### config.mk
export PLATFORM = sky130hd
export DESIGN_NAME = hazard_ctrl_mc_flat
export DESIGN_NICKNAME = d
export VERILOG_FILES = /design/src/rtl/hazard_pkg.sv /design/src/rtl/hazard_ctrl_mc_if.sv /design/src/rtl/mc_busy_fsm.sv /design/src/rtl/hazard_ctrl_mc.sv /design/src/flat_wrapper.sv
export SDC_FILE = /design/constraint.sdc
export NUM_CORES = 1
export LEC_CHECK = 0
export ABC_AREA = 1
export CAP_MARGIN = 15
export CORE_MARGIN = 2
export CORE_UTILIZATION = 35
export CTS_BUF_LIST = sky130_fd_sc_hd__clkbuf_4
export CTS_CLUSTER_SIZE = 8
export DETAILED_ROUTE_END_ITERATION = 10
export PLACE_DENSITY_LB_ADDON = 0.08
export REMOVE_ABC_BUFFERS = 1
export SYNTH_ARGS = -nofsm -noshare
export SYNTH_HDL_FRONTEND = slang
export SYNTH_SLANG_ARGS = --single-unit
### constraint.sdc
create_clock -name clk -period 3.8 [get_ports clk]
set_clock_uncertainty 0.05 [all_clocks]
set_input_delay 0.38 -clock clk [delete_from_list [all_inputs] [get_ports clk]]
set_output_delay 0.38 -clock clk [all_outputs]
set_load 0.02 [all_outputs]
### src/rtl/hazard_pkg.sv
// Shared types, forward-source codes and configuration checks for hazard_ctrl_mc.
package hazard_pkg;

    typedef enum logic [2:0] {
        OpNone  = 3'd0,
        OpAlu   = 3'd1,
        OpLoad  = 3'd2,
        OpStore = 3'd3,
        OpMc    = 3'd4
    } optype_e;

    localparam logic [2:0] FWD_RF      = 3'd0;
    localparam logic [2:0] FWD_EXE     = 3'd1;
    localparam logic [2:0] FWD_MEM_ALU = 3'd2;
    localparam logic [2:0] FWD_MEM_LD  = 3'd3;
    localparam logic [2:0] FWD_WB      = 3'd4;

    // Raw class codes 5..7 are not instructions the controller cares about.
    function automatic optype_e decode_op(logic [2:0] raw);
        case (raw)
            3'd1:    return OpAlu;
            3'd2:    return OpLoad;
            3'd3:    return OpStore;
            3'd4:    return OpMc;
            default: return OpNone;
        endcase
    endfunction

    function automatic bit mc_cfg_ok(int unsigned cnt_w, int unsigned mc_lat);
        return (mc_lat >= 2) && (mc_lat <= 15) && ((64'd1 << cnt_w) > 64'(mc_lat));
    endfunction

endpackage

### src/rtl/hazard_ctrl_mc_if.sv
// ID-stage request and pipeline-control bundle; the pipeline is master, the controller slave.
interface hazard_ctrl_mc_if #(
    parameter int unsigned REG_AW = 5
);
    logic [2:0]        optype_ID;
    logic [REG_AW-1:0] rd_ID;
    logic [REG_AW-1:0] rs1_ID;
    logic [REG_AW-1:0] rs2_ID;
    logic              rs1use_ID;
    logic              rs2use_ID;
    logic              branch_ID;

    logic              PC_EN_IF;
    logic              reg_FD_EN;
    logic              reg_FD_flush;
    logic              reg_DE_EN;
    logic              reg_DE_flush;
    logic              reg_EM_flush;
    logic [2:0]        forward_ctrl_A;
    logic [2:0]        forward_ctrl_B;
    logic              forward_ctrl_ls;
    logic              mc_busy;

    modport master (
        output optype_ID, rd_ID, rs1_ID, rs2_ID, rs1use_ID, rs2use_ID, branch_ID,
        input  PC_EN_IF, reg_FD_EN, reg_FD_flush, reg_DE_EN, reg_DE_flush, reg_EM_flush,
        input  forward_ctrl_A, forward_ctrl_B, forward_ctrl_ls, mc_busy
    );

    modport slave (
        input  optype_ID, rd_ID, rs1_ID, rs2_ID, rs1use_ID, rs2use_ID, branch_ID,
        output PC_EN_IF, reg_FD_EN, reg_FD_flush, reg_DE_EN, reg_DE_flush, reg_EM_flush,
        output forward_ctrl_A, forward_ctrl_B, forward_ctrl_ls, mc_busy
    );
endinterface

### src/rtl/mc_busy_fsm.sv
// IDLE/BUSY occupancy tracker for a multi-cycle op in EXE; last_cycle flags the op's final,
// unheld EXE cycle.
module mc_busy_fsm
    import hazard_pkg::*;
#(
    parameter int unsigned MC_LAT = 3,
    parameter int unsigned CNT_W  = 4
) (
    input  logic clk,
    input  logic rst,
    input  logic start,
    output logic mc_busy,
    output logic last_cycle
);
    if (!mc_cfg_ok(CNT_W, MC_LAT)) begin : g_cfg_err
        $error("mc_busy_fsm: MC_LAT must be 2..15 and fit in CNT_W bits");
    end

    typedef enum logic [0:0] {StIdle, StBusy} state_e;

    state_e             state_q, state_d;
    logic [CNT_W-1:0]   cnt_q, cnt_d;
    logic               done_q, done_d;

    always_ff @(posedge clk or posedge rst) begin
        if (rst) begin
            state_q <= StIdle;
            cnt_q   <= '0;
            done_q  <= 1'b0;
        end else begin
            state_q <= state_d;
            cnt_q   <= cnt_d;
            done_q  <= done_d;
        end
    end

    always_comb begin
        state_d = state_q;
        cnt_d   = cnt_q;
        done_d  = 1'b0;
        unique case (state_q)
            StIdle: begin
                if (start) begin
                    state_d = StBusy;
                    cnt_d   = CNT_W'(MC_LAT - 1);
                end
            end
            StBusy: begin
                cnt_d = cnt_q - 1'b1;
                if (cnt_q == CNT_W'(1)) begin
                    state_d = StIdle;
                    done_d  = 1'b1;
                end
            end
            default: state_d = StIdle;
        endcase
    end

    always_comb begin
        mc_busy    = (state_q == StBusy);
        last_cycle = done_q;
    end
endmodule

### src/rtl/hazard_ctrl_mc.sv
// Hazard/forwarding controller with private EXE/MEM/WB shadow pipeline and multi-cycle EXE ops.
// Define HAZARD_WB_FWD_EN to enable WB-stage operand forwarding (source code 4).
module hazard_ctrl_mc
    import hazard_pkg::*;
#(
    parameter int unsigned REG_AW = 5,
    parameter int unsigned MC_LAT = 3,
    parameter int unsigned CNT_W  = 4
) (
    input logic             clk,
    input logic             rst,
    hazard_ctrl_mc_if.slave bus
);
    typedef logic [REG_AW-1:0] reg_t;

    optype_e    id_op;
    optype_e    exe_op_q, exe_op_d, mem_op_q, mem_op_d;
    reg_t       exe_rd_q, exe_rd_d, exe_rs2_q, exe_rs2_d, mem_rd_q, mem_rd_d;
    logic       fsm_busy, last_cycle, mc_start;
    logic       rs1_dep, rs2_dep, rs1_hit_exe, rs2_hit_exe, load_use, mc_use, stall;
    logic [2:0] sel_a, sel_b;
`ifdef HAZARD_WB_FWD_EN
    optype_e    wb_op_q, wb_op_d;
    reg_t       wb_rd_q, wb_rd_d;
    logic       wb_src;
`endif

    // EXE and MEM sources; an MC op in EXE has no result yet and never forwards.
    function automatic logic [2:0] fwd_near(logic dep, reg_t rs, optype_e e_op, reg_t e_rd,
                                            optype_e m_op, reg_t m_rd);
        if (!dep) return FWD_RF;
        if (e_op == OpAlu && e_rd == rs) return FWD_EXE;
        if (m_op == OpAlu && m_rd == rs) return FWD_MEM_ALU;
        if (m_op == OpLoad && m_rd == rs) return FWD_MEM_LD;
        return FWD_RF;
    endfunction

    assign id_op = decode_op(bus.optype_ID);

    always_comb begin
        rs1_dep     = bus.rs1use_ID && (bus.rs1_ID != '0);
        rs2_dep     = bus.rs2use_ID && (bus.rs2_ID != '0);
        rs1_hit_exe = rs1_dep && (bus.rs1_ID == exe_rd_q);
        rs2_hit_exe = rs2_dep && (bus.rs2_ID == exe_rd_q);
        // A store depending on a load only through its data operand is served by forward_ctrl_ls.
        load_use    = (exe_op_q == OpLoad) &&
                      (rs1_hit_exe || (rs2_hit_exe && id_op != OpStore));
        mc_use      = last_cycle && (exe_op_q == OpMc) && (rs1_hit_exe || rs2_hit_exe);
        stall       = !fsm_busy && (load_use || mc_use);
        mc_start    = !fsm_busy && !stall && (id_op == OpMc);
    end

    mc_busy_fsm #(
        .MC_LAT (MC_LAT),
        .CNT_W  (CNT_W)
    ) u_mc_busy_fsm (
        .clk        (clk),
        .rst        (rst),
        .start      (mc_start),
        .mc_busy    (fsm_busy),
        .last_cycle (last_cycle)
    );

    always_comb begin
        exe_op_d  = exe_op_q;
        exe_rd_d  = exe_rd_q;
        exe_rs2_d = exe_rs2_q;
        mem_op_d  = OpNone;
        mem_rd_d  = '0;
        if (!fsm_busy) begin
            mem_rd_d = exe_rd_q;
            if (exe_op_q == OpMc) begin
                mem_op_d = OpAlu;
            end else begin
                mem_op_d = exe_op_q;
            end
            if (stall) begin
                exe_op_d  = OpNone;
                exe_rd_d  = '0;
                exe_rs2_d = '0;
            end else begin
                exe_op_d  = id_op;
                exe_rd_d  = bus.rd_ID;
                exe_rs2_d = bus.rs2_ID;
            end
        end
`ifdef HAZARD_WB_FWD_EN
        wb_op_d = mem_op_q;
        wb_rd_d = mem_rd_q;
`endif
    end

    always_ff @(posedge clk or posedge rst) begin
        if (rst) begin
            exe_op_q  <= OpNone;
            exe_rd_q  <= '0;
            exe_rs2_q <= '0;
            mem_op_q  <= OpNone;
            mem_rd_q  <= '0;
        end else begin
            exe_op_q  <= exe_op_d;
            exe_rd_q  <= exe_rd_d;
            exe_rs2_q <= exe_rs2_d;
            mem_op_q  <= mem_op_d;
            mem_rd_q  <= mem_rd_d;
        end
    end

`ifdef HAZARD_WB_FWD_EN
    always_ff @(posedge clk or posedge rst) begin
        if (rst) begin
            wb_op_q <= OpNone;
            wb_rd_q <= '0;
        end else begin
            wb_op_q <= wb_op_d;
            wb_rd_q <= wb_rd_d;
        end
    end
`endif

    always_comb begin
        sel_a = fwd_near(rs1_dep, bus.rs1_ID, exe_op_q, exe_rd_q, mem_op_q, mem_rd_q);
        sel_b = fwd_near(rs2_dep, bus.rs2_ID, exe_op_q, exe_rd_q, mem_op_q, mem_rd_q);
`ifdef HAZARD_WB_FWD_EN
        wb_src = (wb_op_q == OpAlu) || (wb_op_q == OpLoad);
        if (sel_a == FWD_RF && rs1_dep && wb_src && wb_rd_q == bus.rs1_ID) sel_a = FWD_WB;
        if (sel_b == FWD_RF && rs2_dep && wb_src && wb_rd_q == bus.rs2_ID) sel_b = FWD_WB;
`endif
    end

    always_comb begin
        bus.PC_EN_IF     = 1'b1;
        bus.reg_FD_EN    = 1'b1;
        bus.reg_FD_flush = 1'b0;
        bus.reg_DE_EN    = 1'b1;
        bus.reg_DE_flush = 1'b0;
        bus.reg_EM_flush = 1'b0;
        if (fsm_busy) begin
            bus.PC_EN_IF     = 1'b0;
            bus.reg_FD_EN    = 1'b0;
            bus.reg_DE_EN    = 1'b0;
            bus.reg_EM_flush = 1'b1;
        end else if (stall) begin
            bus.PC_EN_IF     = 1'b0;
            bus.reg_FD_EN    = 1'b0;
            bus.reg_DE_flush = 1'b1;
        end else if (bus.branch_ID && !rst) begin
            bus.reg_FD_flush = 1'b1;
        end
        bus.forward_ctrl_A  = sel_a;
        bus.forward_ctrl_B  = sel_b;
        bus.forward_ctrl_ls = (exe_op_q == OpStore) && (mem_op_q == OpLoad) &&
                              (mem_rd_q != '0) && (exe_rs2_q == mem_rd_q);
        bus.mc_busy         = fsm_busy;
    end
endmodule

### src/flat_wrapper.sv
// flat-port wrapper written by rule: the top's interface ports become plain ports
module hazard_ctrl_mc_flat import hazard_pkg::*;
#(
    parameter int unsigned REG_AW = 5,
    parameter int unsigned MC_LAT = 3,
    parameter int unsigned CNT_W  = 4
)
  (clk, rst, bus_optype_ID, bus_rd_ID, bus_rs1_ID, bus_rs2_ID, bus_rs1use_ID, bus_rs2use_ID, bus_branch_ID, bus_PC_EN_IF, bus_reg_FD_EN, bus_reg_FD_flush, bus_reg_DE_EN, bus_reg_DE_flush, bus_reg_EM_flush, bus_forward_ctrl_A, bus_forward_ctrl_B, bus_forward_ctrl_ls, bus_mc_busy);
  hazard_ctrl_mc_if #(.REG_AW(REG_AW)) bus_i ();
  input logic clk;
  input logic rst;
  input wire logic [$bits(bus_i.optype_ID)-1:0] bus_optype_ID;
  input wire logic [$bits(bus_i.rd_ID)-1:0] bus_rd_ID;
  input wire logic [$bits(bus_i.rs1_ID)-1:0] bus_rs1_ID;
  input wire logic [$bits(bus_i.rs2_ID)-1:0] bus_rs2_ID;
  input wire logic [$bits(bus_i.rs1use_ID)-1:0] bus_rs1use_ID;
  input wire logic [$bits(bus_i.rs2use_ID)-1:0] bus_rs2use_ID;
  input wire logic [$bits(bus_i.branch_ID)-1:0] bus_branch_ID;
  output wire logic [$bits(bus_i.PC_EN_IF)-1:0] bus_PC_EN_IF;
  output wire logic [$bits(bus_i.reg_FD_EN)-1:0] bus_reg_FD_EN;
  output wire logic [$bits(bus_i.reg_FD_flush)-1:0] bus_reg_FD_flush;
  output wire logic [$bits(bus_i.reg_DE_EN)-1:0] bus_reg_DE_EN;
  output wire logic [$bits(bus_i.reg_DE_flush)-1:0] bus_reg_DE_flush;
  output wire logic [$bits(bus_i.reg_EM_flush)-1:0] bus_reg_EM_flush;
  output wire logic [$bits(bus_i.forward_ctrl_A)-1:0] bus_forward_ctrl_A;
  output wire logic [$bits(bus_i.forward_ctrl_B)-1:0] bus_forward_ctrl_B;
  output wire logic [$bits(bus_i.forward_ctrl_ls)-1:0] bus_forward_ctrl_ls;
  output wire logic [$bits(bus_i.mc_busy)-1:0] bus_mc_busy;
  assign bus_i.optype_ID = bus_optype_ID;
  assign bus_i.rd_ID = bus_rd_ID;
  assign bus_i.rs1_ID = bus_rs1_ID;
  assign bus_i.rs2_ID = bus_rs2_ID;
  assign bus_i.rs1use_ID = bus_rs1use_ID;
  assign bus_i.rs2use_ID = bus_rs2use_ID;
  assign bus_i.branch_ID = bus_branch_ID;
  assign bus_PC_EN_IF = bus_i.PC_EN_IF;
  assign bus_reg_FD_EN = bus_i.reg_FD_EN;
  assign bus_reg_FD_flush = bus_i.reg_FD_flush;
  assign bus_reg_DE_EN = bus_i.reg_DE_EN;
  assign bus_reg_DE_flush = bus_i.reg_DE_flush;
  assign bus_reg_EM_flush = bus_i.reg_EM_flush;
  assign bus_forward_ctrl_A = bus_i.forward_ctrl_A;
  assign bus_forward_ctrl_B = bus_i.forward_ctrl_B;
  assign bus_forward_ctrl_ls = bus_i.forward_ctrl_ls;
  assign bus_mc_busy = bus_i.mc_busy;
  hazard_ctrl_mc #(.REG_AW(REG_AW), .MC_LAT(MC_LAT), .CNT_W(CNT_W)) u_core (.clk(clk), .rst(rst), .bus(bus_i));
endmodule
==> flow_metrics.tcl <==
set metrics [dict create \
    mostFrequentLayoutCells "45 x nand2_1, 34 x clkdlybuf4s50_1, 32 x inv_1" \
    grt_setup_unrepaired "false" \
    antenna_found_initial 0 \
    p_leak_uw 0.0009786 \
    ctsRootBufferMaster "clkbuf_4" \
    min_period_ns 2.851 \
    ant_nets 0 \
    initialDrtViolationCount 128 \
    maxCapViolations 0 \
    yosys_warnings 0 \
    cts_made_buffers 3 \
    cts.clk_slew.worst_paths_ns 0.15 \
    period_share_pct 75.04 \
    reg2reg_slack_ns 2.13 \
    io_buffers 34 \
    peakVddDrop_uv 335.2 \
    synth.yosys.seq_area_share_pct 41.99 \
    grt_max_degree 28 \
    fmax_ghz 0.3507 \
    fin_ws_ns 0.9486 \
    syn_avg_cell_area_um2 7.626 \
    crit_path_top_delay_cell "clkdlybuf4s50_1" \
    nets 272 \
    synth_seq_cells 27 \
    critical_path.top_delay_family "buffers and inverters" \
    n_fill_cell 455 \
    syn2layout_area_growth_pct 25.82 \
    hold_viol_final 0 \
    grt_use_total_pct 16.75 \
    num_io_pins 37 \
    htreeDepth 1 \
    fin_cells 298 \
    cts.sinks 27 \
    dr_total_vias 1452 \
    drive_gt1_share_pct 7.724 \
    start_util_pct 36.70 \
    setup_tns_ns 0 \
    grt_pass1_vias 1411 \
    final_common_cell "nand2_1" \
    post_cts.repair.setup_buffers 0 \
    dr.pass1.iters 4 \
    core_um2 4384 \
    ctsHoldBuffers 0 \
    grt_first_pass_wirelength_mm 6.734 \
    preCtsSetupSlack_ns 0.9263 \
    cts_tree "yes" \
    status "complete, no violations" \
    clockBufferDepth 2 \
    min-delay-path-class "input port to async pin" \
    path_cells "clkdlybuf4s50_1 > nor2_1 > nand4_1 > nand2_1 > inv_1 > nand3_1 > nand2_1 > nand2_2 > nand3_4 > inv_4 > clkdlybuf4s50_1" \
    insertion_delay_ns 0.33 \
    critPathMaxStageDelay_ns 0.62 \
    finalWirelength_mm 3.981 \
    gr-total-overflow 0 \
    cp_data_required_time_ns 3.37 \
    viasPerCell 4.872 \
    dpl.cell_count 294 \
    setup_viol 0 \
    wl_per_cell_um 13.36 \
    synth_cells 211 \
    path_buf_inv 4 \
    drc_errors 0 \
    n_antenna_cell 0 \
    place_hpwl_mm 3.045 \
    die_area_um2 5156 \
    row_count 24 \
    die_x_um 71.81 \
    critPathKind "input port to primary output" \
    arrival_ns 2.42 \
    start_kind "input port" \
    cts_resized 0 \
    slew_viol_final 0 \
    critical_path.endpoint_type "primary output" \
    die_h_um 71.81 \
    power_density_nw_per_um2 667.7 \
    gp_congestion 0.9368 \
    post_synth_num_cell_types 35 \
    syn_area_um2 1609 \
    critPathMaxFanout 8 \
]
## area by class of cell
class | count | area (um2) | area share (%)
flip-flops and latches | 27 | 675.6 | 33.37
inverters | 35 | 133.9 | 6.613
well taps | 52 | 65.06 | 3.214
clock inverters | 1 | 5.005 | 0.2472
multi-input cells | 143 | 759.5 | 37.52
repair buffers | 37 | 362.8 | 17.92
clock buffers | 3 | 22.52 | 1.112
## state kept, by name (all words and copies together), names as in the netlist
register,count
u_core.exe_op_q,3
u_core.mem_op_q,3
u_core.u_mc_busy_fsm.cnt_q,4
u_core.exe_rs2_q,5
u_core.u_mc_busy_fsm.mc_busy,1
u_core.u_mc_busy_fsm.last_cycle,1
u_core.exe_rd_q,5
u_core.mem_rd_q,5
## synth_stat cells, drive strengths merged
cell type / count / area, um2
dfrtp: 27 / 675.7
or2: 1 / 6.260
nand4: 5 / 37.53
xnor2: 6 / 52.55
a21o: 1 / 7.510
and3: 1 / 6.260
nor4: 2 / 12.51
buf: 6 / 40.04
nand3b: 1 / 7.510
o21ai: 13 / 68.81
a2111oi: 1 / 8.760
nand2: 48 / 192.7
xor2: 5 / 43.79
a21oi: 3 / 15.01
o22ai: 11 / 68.82
nor2: 25 / 96.35
inv: 35 / 133.9
nand3: 8 / 57.56
ha: 2 / 25.02
o211ai: 1 / 7.510
nor3b: 1 / 7.510
nor3: 6 / 30.03
clkbuf: 1 / 3.750
conb: 1 / 3.750
## layer usage
layer / share of wire, % / vias up / routed length [um] / track usage (%)
met1: 48 / 655 / 1916 / 23.65
met2: 45 / 53 / 1784 / 26.95
met5: 0 / - / 0 / 0
li1: - / 742 / - / -
met3: 6.6 / 2 / 261 / 3.657
met4: 0.45 / 0 / 18 / 2.516
## per-stage QoR
stage / hold slack (ns) / power, uW / utilization, % / cell area [um2]
global route: 0.4442 / 1473 / 46.18 / 2024
detailed placement: 0.4164 / 1234 / 45.55 / 1997
CTS: 0.4377 / 1363 / 46.18 / 2024
floorplan: 0.3866 / 978.4 / - / 1569
finish: 0.4188 / 1352 / 46.18 / 2024
global placement: 0.4144 / 1243 / 45.55 / 1997
## kinds of logic after synthesis
group	share of synthesized area, %
and+or+nand+nor	28.23
buffers and inverters	11.04
AOI/OAI and AO/OA	10.96
DFF	41.99
xor gates and xnor gates	5.987
adders and majority gates	1.555
other	0.2331
## tightest hold or removal path, stage by stage
cell             delay (ns)
clkdlybuf4s50_1        0.40
inv_1                  0.10
buf_4                  0.34
## power by group
group          internal, uW  leakage, uW  total (uW)  switching, uW
registers               415     0.000340         536            122
logic                   281     0.000621         686            405
clock network          39.6    0.0000177         130           90.1
total                   735     0.000979        1350            617
## path summary, 6_finish.rpt
| check | cells past startpoint | startpoint | endpoint |
|---|---|---|---|
| max in group asynchronous | 3 | rst | u_core.u_mc_busy_fsm.mc_busy$_DFF_PP0_ |
| worst min-delay path | 3 | rst | u_core.mem_rd_q[2]$_DFF_PP0_ |
| worst max-delay path | 11 | bus_rs2_ID[1] | bus_PC_EN_IF |
| worst max register to register | 11 | u_core.exe_rd_q[1]$_DFFE_PP0N_ | u_core.exe_rd_q[3]$_DFFE_PP0N_ |
| worst min register to register | 1 | u_core.u_mc_busy_fsm.cnt_q[3]$_DFFE_PP0P_ | u_core.u_mc_busy_fsm.last_cycle$_DFF_PP0_ |
| min in group clk | 1 | u_core.u_mc_busy_fsm.cnt_q[3]$_DFFE_PP0P_ | u_core.u_mc_busy_fsm.last_cycle$_DFF_PP0_ |
(Power assumes the default switching activity.)
